==> config.mk <==
export PLATFORM = sky130hd
export DESIGN_NAME = bip_datapath
export DESIGN_NICKNAME = d
export VERILOG_FILES = /design/src/rtl/bip_datapath.sv
export SDC_FILE = /design/constraint.sdc
export NUM_CORES = 1
export LEC_CHECK = 0
export ABC_CLOCK_PERIOD_IN_PS = 7500
export CORE_ASPECT_RATIO = 1.5
export CORE_MARGIN = 2
export CORE_UTILIZATION = 50
export CTS_CLUSTER_DIAMETER = 60
export DETAILED_ROUTE_END_ITERATION = 8
export PLACE_DENSITY = 0.82
export SKIP_LAST_GASP = 1
export SYNTH_ARGS = -nofsm -noshare
export SYNTH_HDL_FRONTEND = slang
export SYNTH_SLANG_ARGS = --single-unit
==> constraint.sdc <==
create_clock -name i_clock -period 7.5 [get_ports i_clock]
set_clock_uncertainty 0.1 [all_clocks]
set_input_delay 1.5 -clock i_clock [delete_from_list [all_inputs] [get_ports i_clock]]
set_output_delay 1.5 -clock i_clock [all_outputs]
set_load 0.03 [all_outputs]
==> src/rtl/bip_datapath.sv <==
// ---------------------------------------------------------------------------
// bip_datapath
// Execution datapath of the BIP I processor. It holds the accumulator (ACC),
// runs the ADD/SUB/pass-through ALU, drives the data-memory address and write
// data, and keeps a sticky halt flag plus a saturating cycle counter for the
// debug/UART reporting path.
//
// Ports
//   i_clock          system clock, all state updates on the rising edge
//   i_soft_reset     synchronous active-low reset
//   i_opcode         decoded opcode from the control unit
//   i_operand        operand field (signed immediate or data address)
//   i_selA           ACC source: 0 mem, 1 imm, 2 ALU, 3 hold
//   i_selB           ALU B operand: 0 mem, 1 imm
//   i_wrAcc          ACC write enable
//   i_data_mem       data-memory read data
//   o_addr_data_mem  data-memory address (combinational from operand)
//   o_data_mem       data-memory write data (current ACC)
//   o_acc            accumulator value
//   o_halt           sticky halt flag
//   o_cycle_count    cycles executed since reset, saturating
// ---------------------------------------------------------------------------
module bip_datapath #(
  parameter int unsigned OPCODE_LENGTH  = 5,
  parameter int unsigned OPERAND_LENGTH = 11,
  parameter int unsigned DATA_LENGTH    = 16,
  parameter int unsigned DATA_ADDR_BITS = 11,
  parameter int unsigned CNT_BITS       = 32
) (
  input  logic                      i_clock,
  input  logic                      i_soft_reset,
  input  logic [OPCODE_LENGTH-1:0]  i_opcode,
  input  logic [OPERAND_LENGTH-1:0] i_operand,
  input  logic [1:0]                i_selA,
  input  logic                      i_selB,
  input  logic                      i_wrAcc,
  input  logic [DATA_LENGTH-1:0]    i_data_mem,
  output logic [DATA_ADDR_BITS-1:0] o_addr_data_mem,
  output logic [DATA_LENGTH-1:0]    o_data_mem,
  output logic [DATA_LENGTH-1:0]    o_acc,
  output logic                      o_halt,
  output logic [CNT_BITS-1:0]       o_cycle_count
);

  localparam int unsigned EXT_BITS = DATA_LENGTH - OPERAND_LENGTH;

  localparam logic [OPCODE_LENGTH-1:0] OP_HLT  = OPCODE_LENGTH'(5'b00000);
  localparam logic [OPCODE_LENGTH-1:0] OP_ADD  = OPCODE_LENGTH'(5'b00100);
  localparam logic [OPCODE_LENGTH-1:0] OP_ADDI = OPCODE_LENGTH'(5'b00101);
  localparam logic [OPCODE_LENGTH-1:0] OP_SUB  = OPCODE_LENGTH'(5'b00110);
  localparam logic [OPCODE_LENGTH-1:0] OP_SUBI = OPCODE_LENGTH'(5'b00111);

  logic [DATA_LENGTH-1:0] acc_q, acc_d;
  logic                   halt_q, halt_d;
  logic [CNT_BITS-1:0]    cnt_q, cnt_d;

  logic [DATA_LENGTH-1:0] ext_c;
  logic [DATA_LENGTH-1:0] b_op_c;
  logic [DATA_LENGTH-1:0] alu_c;
  logic [DATA_LENGTH-1:0] acc_src_c;

  // Sign-extend the operand field to the data width.
  assign ext_c = {{EXT_BITS{i_operand[OPERAND_LENGTH-1]}}, i_operand};

  // ALU B operand select.
  assign b_op_c = i_selB ? ext_c : i_data_mem;

  // ALU: add / subtract modulo 2^DATA_LENGTH, otherwise pass B through.
  always_comb begin
    alu_c = b_op_c;
    case (i_opcode)
      OP_ADD, OP_ADDI: alu_c = acc_q + b_op_c;
      OP_SUB, OP_SUBI: alu_c = acc_q - b_op_c;
      default:         alu_c = b_op_c;
    endcase
  end

  // ACC source mux.
  always_comb begin
    acc_src_c = acc_q;
    case (i_selA)
      2'd0:    acc_src_c = i_data_mem;
      2'd1:    acc_src_c = ext_c;
      2'd2:    acc_src_c = alu_c;
      default: acc_src_c = acc_q;
    endcase
  end

  // Next state: everything freezes once halted; the HLT edge itself still
  // loads ACC and counts, the freeze starts on the following edge.
  always_comb begin
    acc_d  = acc_q;
    halt_d = halt_q;
    cnt_d  = cnt_q;
    if (!halt_q) begin
      if (i_wrAcc) acc_d = acc_src_c;
      if (i_opcode == OP_HLT) halt_d = 1'b1;
      if (cnt_q != {CNT_BITS{1'b1}}) cnt_d = cnt_q + CNT_BITS'(1);
    end
  end

  // State registers with synchronous active-low reset.
  always_ff @(posedge i_clock) begin
    if (!i_soft_reset) begin
      acc_q  <= '0;
      halt_q <= 1'b0;
      cnt_q  <= '0;
    end else begin
      acc_q  <= acc_d;
      halt_q <= halt_d;
      cnt_q  <= cnt_d;
    end
  end

  // STO presents the pre-edge ACC; the write strobe lives in the control unit.
  assign o_addr_data_mem = i_operand[DATA_ADDR_BITS-1:0];
  assign o_data_mem      = acc_q;
  assign o_acc           = acc_q;
  assign o_halt          = halt_q;
  assign o_cycle_count   = cnt_q;

endmodule

==> After elaboration in Yosys (flattened, before gate mapping) <==
Index checks and enable logic that the tools add are counted.
{ "word_totals": {"regBits": 49, "inputBits": 38, "output_inout_bits": 76, "word_cells": 26} }
{ "op_classes": {"n_addsub": 3, "n_eq_ne": 7, "n_mux": 5, "bitwise": 1, "n_reduce_logical": 7} }
{ "op_table": {"columns": ["operator", "count"], "rows": [
  ["16-bit case mux with 3 select lines", 1],
  ["32-bit by 1-bit adder with 32-bit output, second input constant", 1],
  ["32-bit != test, second input constant", 1],
  ["16-bit case mux with 2 select lines", 1],
  ["5-bit by 3-bit == test with 1-bit output, second input constant", 4],
  ["16-bit adder", 1],
  ["16-bit two-way mux", 1],
  ["16-bit subtractor", 1],
  ["5-bit zero test", 1],
  ["2-bit OR reduction", 2],
  ["3-bit AND reduction", 1],
  ["3-bit nonzero test", 1],
  ["2-bit by 1-bit == test with 1-bit output, second input constant", 1],
  ["2-bit == test, second input constant", 1],
  ["2-bit zero test", 1],
  ["1-bit two-way mux", 2],
  ["2-bit AND reduction", 1],
  ["1-bit inverter", 1]
]} }

==> Longest topological paths before layout <==
Gate-level depths: netlist of the first run.
{ "logic_depth": {"word_depth": 4, "mapped_depth": 16, "depth_no_buf": 13} }

==> Least setup slack after synthesis of the first run <==
Ideal clock, no wire load.
{ "synth_timing": {"path_kind": "input to register", "from": "input i_opcode[4]", "to": "register acc_q[13], in the netlist o_acc[13]", "setup_ps": 141, "arrival_ps": 4359, "required_time_ps": 7259, "slack_ps": 2901, "stages": 12, "n_path_buf": 1, "path_cell_list": "nor3b_1 -> nand2_1 -> clkbuf_1 -> a21oi_1 -> ha_1 -> nor2b_1 -> o31ai_1 -> a21o_1 -> a21oi_1 -> or2_2 -> o311ai_0 -> a221oi_1"} }
{ "synth_between": {"elab_chain_len": 4, "elab_cells_between_ends": 8, "cone_classes": "4 x eq/ne; 2 x mux; 2 x reduce/logical"} }
{ "synth_lines": {"columns": ["element", "line_no", "text"], "rows": [
  ["start: declaration", "32", "input logic [OPCODE_LENGTH-1:0] i_opcode,"],
  ["5-bit by 3-bit == test with 1-bit output", "71", "case (i_opcode)"],
  ["2-bit OR reduction", "71", null],
  ["16-bit case mux with 2 select lines (*)", "71", null],
  ["16-bit case mux with 3 select lines (*)", "81", "case (i_selA)"],
  ["end signal: assignment", "105", "acc_q <= '0;"],
  ["end signal: assignment", "109", "acc_q <= acc_d;"],
  ["end: declaration", "53", "logic [DATA_LENGTH-1:0] acc_q, acc_d;"]
]} }
Mark *: on every way between the ends. The rest lies on a longest branch, timed or not.
A chain may end at the register's enable or synchronous reset.

==> Worst setup path in the final report of the first run <==
{ "layout_timing": {"from": "input i_selB", "to": "register acc_q[14], in the netlist o_acc[14]"} }
{ "layout_between": {"elab_chain_len": 4, "elab_cells_between_ends": 5, "cone_classes": "2 x add/sub; 3 x mux"} }
{ "layout_lines": {"columns": ["element", "line_no", "text"], "rows": [
  ["start: declaration", "35", "input logic i_selB,"],
  ["16-bit two-way mux (*)", "66", "assign b_op_c = i_selB ? ext_c : i_data_mem;"],
  ["16-bit subtractor / 16-bit adder (equally long branches)", "73, 72", null],
  ["16-bit case mux with 2 select lines (*)", "71", null],
  ["16-bit case mux with 3 select lines (*)", "81", null]
]} }
Marked as above.

==> flow_summary.ini, run 1 <==
[setup_path]
rr_startpoint = o_acc[0]
worst-setup-path-type = input port to register
start_kind = input port
reg2reg_depth = 11
worstPathMaxFanout = 24
worstReg2RegEnd = o_acc[10]
worst_setup_path_end_kind = register
required_ps = 7580
reg2reg_setup_slack_ps = 4750
cp.arrival_ps = 5270

[power]
clkPwrFrac = 0.347
leakage_nw = 1.97
p_seq_frac = 0.327
internal-power_mw = 0.579
p_per_area_mw_per_mm2 = 166
ir_drop_uv = 94.7
switchingPower_mw = 0.277
power_frac_comb = 0.326
switching_share = 0.324

[placement]
hpwl_mm = 9.53
place.gp.congestion = 0.998
portBuffers = 113
dpl_worst_slack_ps = 2020

[grt]
grt_pass1_vias = 4130
grt-ovfl-total = 0
track_usage = 0.285
antenna_found_initial = 0
grt_pass1_wl_mm = 19.9
grt_max_degree = 25

[cts]
cts_hold_buffers = 0
h-tree-depth = 2
cts.sinks = 49
cts_resized = 0
clockBufferDepth = 2
cts_tree = built
postCtsSetupBuffers = 0
cts_root_buf = clkbuf_16
clk_pin_slew_ps = 70
cts_buffers = 5
clk_latency_ps = 290

[cells_and_area]
final_core_util = 0.674
fillers = 675
final_common_cell = clkdlybuf4s50_1
nets = 643
syn2layout_area_growth_pct = 30.2
drive_gt1_frac = 0.0410
antennaDiodeCount = 0
final_cell_mix = clkdlybuf4s50_1, nor2_1, dfxtp_1

[yosys]
synthesis.instances = 505
ys_types = 62
async_reset_ff_frac = 0
syn-cell-area_sq_mm = 0.00397
ys_seq_area_frac = 0.247
synth_edf_count = 0
syn-num-nets = 564
ys_warn_count = 0
synth-seq-cells = 49
avgSynthCellArea_sq_um = 7.85
synthFlopType = dfxtp_1

[min_path]
min_to = o_acc[0]
worstHoldPathCells = 2
hp-class = register to register
min-delay-start = o_acc[0]

[sta]
fmax_mhz = 193
whs_ps = 406
setup_viol = 0
hold_viol = 0
setup_slack_ps = 2310
finalMaxSlewViolations = 0
rsz0062_at_grt = no
tightest_slew_ps = 811
slew_headroom = 0.458
period_share = 0.692
tns_ps = 0
finalCriticalPeriod_ps = 5190

[floorplanning]
rows = 39
die_area_sq_mm = 0.00867
die_w_um = 76.7
ios = 114
core_area_sq_mm = 0.00766
die_h_um = 113
initial_core_util = 0.518

[run_status]
status = finished clean

[routing]
first_pass_iters = 5
wl_mm = 12.2
drtAntennaViolNets = 0
drc = 0
routedWlPerCell_um = 17.8
vias_per_cell = 5.91
drtIter0Drc = 144
vias = 4062

[run]
maxCapViolations = 0
[cells in the mapped netlist, drive strengths merged (2+ instances only)]
library cell | count | area share
a21o | 5 | 0.0095
a21oi | 24 | 0.030
a221o | 5 | 0.013
a221oi | 4 | 0.0088
a22o | 2 | 0.0044
a22oi | 2 | 0.0038
a2bb2oi | 2 | 0.0044
a31o | 3 | 0.0066
a31oi | 4 | 0.0063
a32oi | 4 | 0.0088
and2 | 10 | 0.016
and3 | 5 | 0.0079
and4 | 5 | 0.011
buf | 32 | 0.059
clkbuf | 13 | 0.012
dfxtp | 49 | 0.25
ha | 20 | 0.063
inv | 10 | 0.0095
mux2i | 17 | 0.046
nand2 | 38 | 0.036
nand2b | 6 | 0.0095
nand3 | 20 | 0.025
nand3b | 2 | 0.0038
nand4 | 12 | 0.019
nor2 | 59 | 0.056
nor2b | 3 | 0.0047
nor3 | 12 | 0.015
nor3b | 3 | 0.0069
nor4 | 2 | 0.0032
o211ai | 5 | 0.011
o21a | 7 | 0.013
o21ai | 37 | 0.049
o21bai | 3 | 0.0057
o31ai | 6 | 0.011
or2 | 2 | 0.0032
or3 | 2 | 0.0032
xnor2 | 20 | 0.044
xor2 | 33 | 0.073
[power groups by stage]
| stage | registers (mW) | logic (mW) | clock network (mW) |
|---|---|---|---|
| 2_1_floorplan | 0.299 | 0.172 | 0 |
| 3_3_place_gp | 0.285 | 0.273 | 0 |
| 3_5_place_dp | 0.285 | 0.274 | 0 |
| 4_1_cts | 0.279 | 0.276 | 0.302 |
| 5_1_grt | 0.281 | 0.301 | 0.311 |
| 6_report | 0.280 | 0.279 | 0.297 |
[logic make-up (layout without fill, tap and decap cells)]
family,Yosys count,after routing,share of synthesized area
AO/OA/AOI/OAI,124,124,0.209
adder cells (fa/ha/maj),21,21,0.0682
buffers and inverters,56,136,0.0820
flip-flops,49,49,0.247
multiplexers,18,18,0.0489
XOR/XNOR,53,53,0.117
AND/OR/NAND/NOR,184,184,0.228
[per-stage QoR]
| step | power (mW) | area, sq um | cells |
|---|---|---|---|
| 6_report | 0.856 | 5160 | 687 |
| 5_1_grt | 0.893 | 5160 | 687 |
| 4_1_cts | 0.857 | 5160 | 687 |
| 3_5_place_dp | 0.559 | 4970 | 679 |
| 3_3_place_gp | 0.558 | 4970 | 679 |
| 2_1_floorplan | 0.471 | 3970 | 505 |
[sequential cells by signal, indices dropped and copies added, names as in the netlist]
signal and flops:
o_acc 16, o_cycle_count 32, o_halt 1
[cell type report]
cell class | instances | area [sq um] | area share
clock buffer | 5 | 125 | 0.0242
clock inverter | 3 | 68.8 | 0.0133
inverter | 11 | 41.3 | 0.00800
multi-input combinational | 400 | 2660 | 0.515
sequential | 49 | 981 | 0.190
tap | 102 | 128 | 0.0247
timing repair buffer | 117 | 1160 | 0.225
[how the worst max path moves through the flow]
stage / slack [ps] / end / cells after the start / startpoint
2_1_floorplan: 2900 / o_acc[13] / 12 / i_opcode[4]
3_3_place_gp: 2190 / o_acc[13] / 13 / i_opcode[2]
3_5_place_dp: 2020 / o_acc[13] / 13 / i_opcode[2]
4_1_cts: 2350 / o_acc[13] / 13 / i_opcode[2]
5_1_grt: 2020 / o_acc[10] / 14 / i_selB
6_report: 2310 / o_acc[14] / 15 / i_selB
[critical path, stage by stage]
cell	delay, ps
clkdlybuf4s50_1	470
buf_4	310
mux2i_1	370
ha_1	240
nand2_1	120
nor4_1	510
nor2_1	100
xor2_1	160
ha_1	380
nand3_1	110
nor2_1	230
nand4_1	190
a31o_2	280
a31oi_1	170
o21ai_0	100
[per-layer routing]
metal	wire, um	GRT usage	vias up
li1	-	-	1961
met1	4570	0.298	1886
met2	6340	0.525	179
met3	738	0.0494	36
met4	558	0.176	0
met5	0	0	-
Note: power is estimated with default switching activity, not from simulation.
==> inputs of run 2 (changes only) <==
--- a/config.mk
+++ b/config.mk
@@ -5,13 +5,13 @@
 export SDC_FILE = /design/constraint.sdc
 export NUM_CORES = 1
 export LEC_CHECK = 0
-export ABC_CLOCK_PERIOD_IN_PS = 7500
+export ABC_CLOCK_PERIOD_IN_PS = 4800
 export CORE_ASPECT_RATIO = 1.5
 export CORE_MARGIN = 2
-export CORE_UTILIZATION = 50
+export CORE_UTILIZATION = 49
 export CTS_CLUSTER_DIAMETER = 60
 export DETAILED_ROUTE_END_ITERATION = 8
-export PLACE_DENSITY = 0.82
+export PLACE_DENSITY = 0.81
 export SKIP_LAST_GASP = 1
 export SYNTH_ARGS = -nofsm -noshare
 export SYNTH_HDL_FRONTEND = slang
==> constraint.sdc (replaced) <==
create_clock -name i_clock -period 4.8 [get_ports i_clock]
set_clock_uncertainty 0.1 [all_clocks]
set_input_delay 0.96 -clock i_clock [delete_from_list [all_inputs] [get_ports i_clock]]
set_output_delay 0.96 -clock i_clock [all_outputs]
set_load 0.03 [all_outputs]
==> flow_summary.ini, run 2 (synthesis gave the netlist of run 1 again) <==
[setup_path]
required_ps = 4860
worstReg2RegEnd = o_acc[13]
cp_cell_sequence = clkdlybuf4s50_1, buf_12, mux2i_1, ha_1, a21oi_1, ha_1, nor2b_1, o31ai_1, a21o_1, a21oi_1, or2_2, o311ai_0, a221oi_1
startpoint = i_selB
start_kind = input port
cp_top_family = compound AO/OA/AOI/OAI gates
worst_setup_path_end_kind = register
cp_slowest_cell = clkdlybuf4s50_1
cp.arrival_ps = 4590
reg2reg_setup_slack_ps = 2050
path_depth = 13
cp.buffers_inverters = 2
reg2reg_depth = 8
worst-setup-path-type = input port to register
worstPathMaxFanout = 28
crit_path_end = o_acc[13]
max_stage_delay_ps = 500
rr_startpoint = o_acc[1]

[sta]
tightest_slew_ps = 860
period_share = 0.943
setup_slack_ps = 271
finalMaxSlewViolations = 0
rsz0062_at_grt = no
slew_headroom = 0.424
tns_ps = 0
finalCriticalPeriod_ps = 4530
fmax_mhz = 221
setup_viol = 0
hold_viol = 0

[run]
maxCapViolations = 0

[routing]
drc = 0
wl_mm = 12.3
drtAntennaViolNets = 0
first_pass_iters = 4
vias = 4112
vias_per_cell = 5.85
drtIter0Drc = 166
routedWlPerCell_um = 17.6

[grt]
grt_pass1_vias = 4049
grt_max_degree = 29
track_usage = 0.281
grt_pass1_wl_mm = 19.7
grt-ovfl-total = 0
antenna_found_initial = 0

[cts]
postCtsSetupBuffers = 0
h-tree-depth = 2
cts_hold_buffers = 0
cts_tree = built
cts_resized = 0
clk_latency_ps = 290
cts.sinks = 49
cts_root_buf = clkbuf_16
cts_buffers = 5
clk_pin_slew_ps = 70
clockBufferDepth = 2

[floorplanning]
rows = 40
core_area_sq_mm = 0.00796
initial_core_util = 0.498
die_w_um = 77.5
ios = 114
die_h_um = 114
die_area_sq_mm = 0.00884

[cells_and_area]
final_cell_mix = clkdlybuf4s50_1, nor2_1, dfxtp_1
nets = 656
final_common_cell = clkdlybuf4s50_1
largest_reg_flops = 32
antennaDiodeCount = 0
drive_gt1_frac = 0.0619
syn2layout_area_growth_pct = 31.9

[min_path]
hp-class = register to register

[power]
ir_drop_uv = 145
leakage_nw = 2.01
p_per_area_mw_per_mm2 = 239

[placement]
portBuffers = 113
dpl_worst_slack_ps = 130
hpwl_mm = 9.60
place.gp.congestion = 1.00

[run_status]
status = finished clean
run 2: worst min-delay path, cell delays in order, from the launching register on:
cell,delay [ps]
dfxtp_1,340
nand2_1,70
a21oi_1,50
run 2: through the flow:
step,util,instance area [sq um],total power [mW],hold slack (ps),std cells
2_1_floorplan,-,3970,0.736,501,505
3_3_place_gp,0.639,5080,0.889,388,695
3_5_place_dp,0.639,5080,0.889,407,695
4_1_cts,0.657,5230,1.25,417,703
5_1_grt,0.657,5230,1.31,449,703
6_report,0.657,5230,1.25,408,703
run 2: how the worst min path moves through the flow:
stage | from | endpoint | cells after the start
2_1_floorplan | o_acc[0] | o_acc[0] | 2
4_1_cts | o_acc[0] | o_acc[0] | 2
6_report | o_acc[0] | o_acc[0] | 2
3_3_place_gp | o_acc[0] | o_acc[0] | 2
3_5_place_dp | o_acc[0] | o_acc[0] | 2
5_1_grt | o_acc[2] | o_acc[2] | 2
run 2: cell type report:
class                           instances  area (sq um)
Fill cell                             707          2730
Multi-Input combinational cell        400          2660
Timing Repair Buffer                  130          1270
Sequential cell                        49           981
Tap cell                              105           131
Clock buffer                            5           125
Inverter                               11          41.3
Clock inverter                          3          21.3
run 2: report_power, final:
part	leakage, nW	switching, mW	internal [mW]
Sequential	0.398	0.0171	0.419
Combinational	1.54	0.255	0.197
Clock	0.0702	0.166	0.194
Total	2.01	0.438	0.811
run 2: metal layers:
layer,GRT usage,up-vias,part of all wire
li1,-,1973,-
met1,0.307,1955,0.39
met2,0.528,158,0.53
met3,0.0410,26,0.048
met4,0.133,0,0.031
met5,0,-,0
